==> src/rtl/prog_pkg.sv <==
// prog_pkg: shared FSM encoding, NOP constant and opcode field position
// for the program memory block and its byte packer.
package prog_pkg;
    typedef enum logic [1:0] {S_IDLE, S_RECV, S_WRITE, S_FINISH} state_t;
    localparam logic [3:0] NOP_OPCODE = 4'h0;
    localparam int OPC_W = 4;
    // Opcode occupies bits instr_w-1 : instr_w-OPC_W.
    function automatic int opc_lsb(input int instr_w);
        return instr_w - OPC_W;
    endfunction
endpackage

==> src/rtl/prog_byte_packer.sv <==
// prog_byte_packer: assembles a stream of bytes MS-byte first into one word;
// the first byte of a word clears the rest so a short word is zero-filled.
module prog_byte_packer #(
    parameter int INSTR_W = 16
) (
    input  logic               clk,
    input  logic               rst,
    input  logic               i_clr,
    input  logic               i_push,
    input  logic [7:0]         i_data,
    output logic [INSTR_W-1:0] o_word,
    output logic               o_full
);
    localparam int NB = INSTR_W / 8;
    localparam int IW = (NB > 1) ? $clog2(NB) : 1;

    logic [IW-1:0]      r_idx;
    logic [INSTR_W-1:0] r_word;
    logic [INSTR_W-1:0] w_put;

    assign w_put  = INSTR_W'(i_data) << ((NB - 1 - int'(r_idx)) * 8);
    assign o_full = r_idx == IW'(NB - 1);
    assign o_word = r_word;

    always_ff @(posedge clk) begin
        if (rst) begin
            r_idx  <= '0;
            r_word <= '0;
        end else begin
            if (i_clr)
                r_idx <= '0;
            else if (i_push)
                r_idx <= r_idx + 1'b1;
            if (i_push)
                r_word <= ((r_idx == '0) ? '0 : r_word) | w_put;
        end
    end
endmodule

==> src/rtl/prog_mem.sv <==
// prog_mem: instruction memory with a 1-cycle registered fetch port and a
// byte-stream loader that rewrites words from address 0.
module prog_mem
    import prog_pkg::*;
#(
    parameter int ADDR_W  = 4,
    parameter int INSTR_W = 16
) (
    input  logic               clk,
    input  logic               rst,
    input  logic               fetch_en,
    input  logic [ADDR_W-1:0]  fetch_addr,
    output logic [INSTR_W-1:0] instruction,
    output logic               instr_valid,
    input  logic               load_start,
    input  logic               ld_valid,
    input  logic [7:0]         ld_data,
    input  logic               ld_last,
    output logic               ld_ready,
    output logic               load_busy,
    output logic               load_done,
    output logic [ADDR_W:0]    load_count
);
    localparam int DEPTH = 2 ** ADDR_W;
    localparam logic [INSTR_W-1:0] NOP = {NOP_OPCODE, {(INSTR_W - OPC_W){1'b0}}};

    state_t             r_state, w_next;
    logic [ADDR_W-1:0]  r_ptr;
    logic [ADDR_W:0]    r_count;
    logic               r_last;
    logic [INSTR_W-1:0] r_instr;
    logic               r_valid;
    logic [INSTR_W-1:0] r_mem [DEPTH] = '{default: NOP};
    logic [INSTR_W-1:0] w_word;
    logic               w_full;
    logic               w_start;
    logic               w_push;
    logic               w_write;
    logic               w_fetch;
    logic               w_ptr_end;

    assign w_start   = (r_state == S_IDLE) && load_start;
    assign w_push    = (r_state == S_RECV) && ld_valid;
    assign w_write   = r_state == S_WRITE;
    assign w_fetch   = (r_state == S_IDLE) && fetch_en && !load_start;
    assign w_ptr_end = r_ptr == ADDR_W'(DEPTH - 1);

    assign ld_ready    = r_state == S_RECV;
    assign load_busy   = r_state != S_IDLE;
    assign load_done   = r_state == S_FINISH;
    assign load_count  = r_count;
    assign instruction = r_instr;
    assign instr_valid = r_valid;

    prog_byte_packer #(.INSTR_W(INSTR_W)) u_packer (
        .clk    (clk),
        .rst    (rst),
        .i_clr  (w_start || w_write),
        .i_push (w_push),
        .i_data (ld_data),
        .o_word (w_word),
        .o_full (w_full)
    );

    always_comb begin
        w_next = r_state;
        case (r_state)
            S_IDLE:   w_next = load_start ? S_RECV : S_IDLE;
            S_RECV:   w_next = (w_push && (w_full || ld_last)) ? S_WRITE : S_RECV;
            S_WRITE:  w_next = (r_last || w_ptr_end) ? S_FINISH : S_RECV;
            S_FINISH: w_next = S_IDLE;
            default:  w_next = S_IDLE;
        endcase
    end

    always_ff @(posedge clk) begin
        if (rst) begin
            r_state <= S_IDLE;
            r_ptr   <= '0;
            r_count <= '0;
            r_last  <= 1'b0;
            r_instr <= NOP;
            r_valid <= 1'b0;
        end else begin
            r_state <= w_next;
            r_valid <= w_fetch;
            if (w_fetch)
                r_instr <= r_mem[fetch_addr];
            if (w_push)
                r_last <= ld_last;
            if (w_start) begin
                r_ptr   <= '0;
                r_count <= '0;
            end else if (w_write) begin
                r_ptr   <= w_ptr_end ? r_ptr : r_ptr + 1'b1;
                r_count <= r_count + 1'b1;
            end
        end
    end

    // Storage is deliberately outside the reset domain so rst keeps its contents.
    always_ff @(posedge clk) begin
        if (w_write)
            r_mem[r_ptr] <= w_word;
    end
endmodule

==> config.mk <==
export PLATFORM = sky130hd
export DESIGN_NAME = prog_mem
export DESIGN_NICKNAME = d
export VERILOG_FILES = /design/src/rtl/prog_pkg.sv /design/src/rtl/prog_byte_packer.sv /design/src/rtl/prog_mem.sv
export SDC_FILE = /design/constraint.sdc
export NUM_CORES = 1
export LEC_CHECK = 0
export CAP_MARGIN = 20
export CORE_MARGIN = 5
export CORE_UTILIZATION = 54
export CTS_CLUSTER_SIZE = 25
export DETAILED_ROUTE_END_ITERATION = 10
export GPL_TIMING_DRIVEN = 0
export PLACE_DENSITY = 0.82
export SLEW_MARGIN = 15
export SYNTH_ARGS = -nofsm -noshare
export SYNTH_HDL_FRONTEND = slang
export SYNTH_HIERARCHICAL = 1
export SYNTH_SLANG_ARGS = --single-unit
export TNS_END_PERCENT = 20
==> constraint.sdc <==
create_clock -name clk -period 2.62 [get_ports clk]
set_clock_uncertainty 0.15 [all_clocks]
set_input_delay 0.262 -clock clk [delete_from_list [all_inputs] [get_ports clk]]
set_output_delay 0.262 -clock clk [all_outputs]
set_load 0.05 [all_outputs]
==> reports/metrics.csv <==
metric,value,unit
grt_use_met2,0.354,
synth.cell_area,11600,sq um
worstHoldStart,ld_data[7],
netlist_top_cells_count,"256 x edfxtp_1, 82 x mux2i_1, 46 x dfxtp_1",
worstHoldPathType,input port to flop,
yosysTopAreaCell,edfxtp_1,
routabilityCongestion,0.829,
grt_usage,0.211,
p_total,10100,uW
path_max_fanout,6,
grt_pass1_wl,38.8,mm
crit_path_start,r_state[0],
fp.dieH,157,um
async_reset_ff_frac,0,
netlist.area_leader.share,0.661,
hold_viol,0,
cp-start-kind,flop,
dp.final_hpwl,16.4,mm
area_delta_synth_final,17.3,%
io_pins,43,
multi_input_area,2860,sq um
root_buffer,clkbuf_16,
grtUsageMet3,0.0371,
final_util,0.647,
cts.sinks,302,
grt_overflow_total,0,
ir_drop,561,uV
synth_nets,664,
yosysSeqAreaShare,0.740,
status,"finished, final reports clean",
end_kind,output pin,
via_per_inst,6.13,
grt_max_degree,18,
max-cap-violations,0,
p_per_area,741,nW/um^2
ys_warn_count,6,
grt.met1_usage,0.279,
worstReg2RegEnd,r_mem[0][2],
die_w,157,um
grt-busiest-layer,met2,
antenna_found_initial,0,
clk_pin_slew,0.06,ns
post-route-period-util,0.962,
layout_min_cycle_time,2.52,ns
r2r_slack,0.17,ns
maxSlewViolCount,0,
synth-main-ff-cell,edfxtp_1,
power_leakage,0.00465,uW
coreArea,21100,sq um
synth_cell_types,38,
cts_buffers,29,
worst-slew-pin-transition,0.895,ns
clk-insertion-delay-late,0.53,ns
arrival,2.11,ns
placed_cells,973,
drc_errors,0,
synth-edff-count,256,
cts_htree_levels,1,
wl_per_cell,25.0,um
register_area,8610,sq um
antenna_cells,0,
syn_inst,641,
pre_cts_slack,-0.170,ns
drt-pass1-iter-count,5,
hold_depth,3,
crit_type,flop to output pin,
max_clock_freq,0.397,GHz
drtAntennaViolNets,0,
cts_tree,built,
drive_gt1_frac,0.198,
rr_worst_depth,6,
regToRegStartpoint,r_state[1],
ys_seq_elements,302,
avgSynthCellArea,18.1,sq um
wl,25.7,mm
final_nets,753,
setup_viol,0,
synth.area.top_cells,"edfxtp_1 66%, dfxtp_1 7.9%, mux2i_1 7.1%",
nFillCells,1384,
initial_utilization,0.552,
dieArea,24600,sq um
rsz0062_at_grt,no,
critPathRequiredTime,2.21,ns
rows,53,
ctsLongestPathBuffers,3,
final.setup.worst_slack,0.101,ns
io_buffer_count,40,
first_iter_violations,599,
max-slew-margin-rel,0.403,
final_cells,1028,
synth.most_common_cell,edfxtp_1,
via_count,6298,
grt_pass1_vias,6485,
==> flip-flops by register name, indices dropped and copies added, names as in the netlist, named ones only <==
| register | count |
|---|---|
| load_count | 5 |
| r_ptr | 4 |
| r_mem | 256 |
| instr_valid | 1 |
| u_packer/o_full | 1 |
| instruction | 16 |
| r_last | 1 |
| u_packer/o_word | 8 |
| r_state | 2 |
==> worst max-delay path, stage by stage (launching register included) <==
cell and delay, ns:
dfxtp_1 0.41, nor2b_1 0.30, clkdlybuf4s50_1 0.86
==> per-layer routing <==
| layer | routed length, um | share of wire | vias to the layer above |
|---|---|---|---|
| li1 | - | - | 2736 |
| met1 | 10000 | 0.39 | 3215 |
| met2 | 12800 | 0.50 | 295 |
| met3 | 1920 | 0.075 | 52 |
| met4 | 1010 | 0.039 | 0 |
| met5 | 0 | 0 | - |
==> area by class of cell <==
| class | count | area share |
|---|---|---|
| Multi-Input combinational cell | 298 | 0.210 |
| Timing Repair Buffer | 58 | 0.0442 |
| Inverter | 4 | 0.00110 |
| Buffer | 37 | 0.0157 |
| Clock inverter | 10 | 0.0131 |
| Tap cell | 275 | 0.0252 |
| Sequential cell | 302 | 0.631 |
| Clock buffer | 44 | 0.0602 |
==> stage by stage <==
step	instance area [sq um]	hold WS, ns	TNS [ns]
2_1_floorplan	11600	0.181	-6.96
3_3_place_gp	12400	0.314	-148.61
3_5_place_dp	12600	0.318	-6.26
4_1_cts	13600	0.207	0
5_1_grt	13600	0.214	0
6_report	13600	0.218	0
==> where the power goes <==
part / switching (uW) / leakage (uW) / internal (uW)
registers: 77.7 / 0.00273 / 5220
clock network: 1660 / 0.000490 / 2650
logic: 290 / 0.00143 / 203
total: 2030 / 0.00465 / 8080
==> worst max path at each step <==
stage                    to  slack [ns]
6_report           ld_ready        0.10
5_1_grt        r_mem[0][11]      0.0006
4_1_cts         r_mem[2][0]       0.007
3_5_place_dp    r_mem[2][0]       -0.17
3_3_place_gp   r_mem[1][13]       -1.30
2_1_floorplan   r_mem[0][0]       -0.22
==> layout by cell type (no fill, tap or decap), types with 10 or more instances in the layout <==
cell type,n
edfxtp_1,256
mux2i_1,82
dfxtp_1,46
clkdlybuf4s50_1,40
mux4_2,32
a22oi_1,32
clkbuf_16,29
clkbuf_1,24
a32oi_1,16
buf_2,14
nor2_1,13
o21ai_1,13
nor3_2,12
a21oi_1,12
o21ai_0,11
nand2b_1,10
nor2_2,10
buf_4,10
==> kinds of logic (layout without fill, tap and decap cells) <==
| family | count (synthesis) | in the layout | synth area share |
|---|---|---|---|
| flip-flops | 302 | 302 | 0.740 |
| adder cells (fa/ha/maj) | 5 | 5 | 0.00538 |
| XOR/XNOR | 7 | 7 | 0.00527 |
| AO/OA/AOI/OAI | 88 | 88 | 0.0510 |
| multiplexers | 114 | 114 | 0.133 |
| AND/OR/NAND/NOR | 84 | 84 | 0.0460 |
| buffers and inverters | 41 | 153 | 0.0196 |
==> timing repair <==
| action | 4_1_cts | 5_1_grt |
|---|---|---|
| setup buffers | 0 | 1 |
| setup endpoints to repair | 128 | 162 |
| gates resized for setup | 4 | 2 |
| hold buffers | 0 | 0 |
| pin swaps | 0 | 1 |
(Power assumes the default switching activity.)
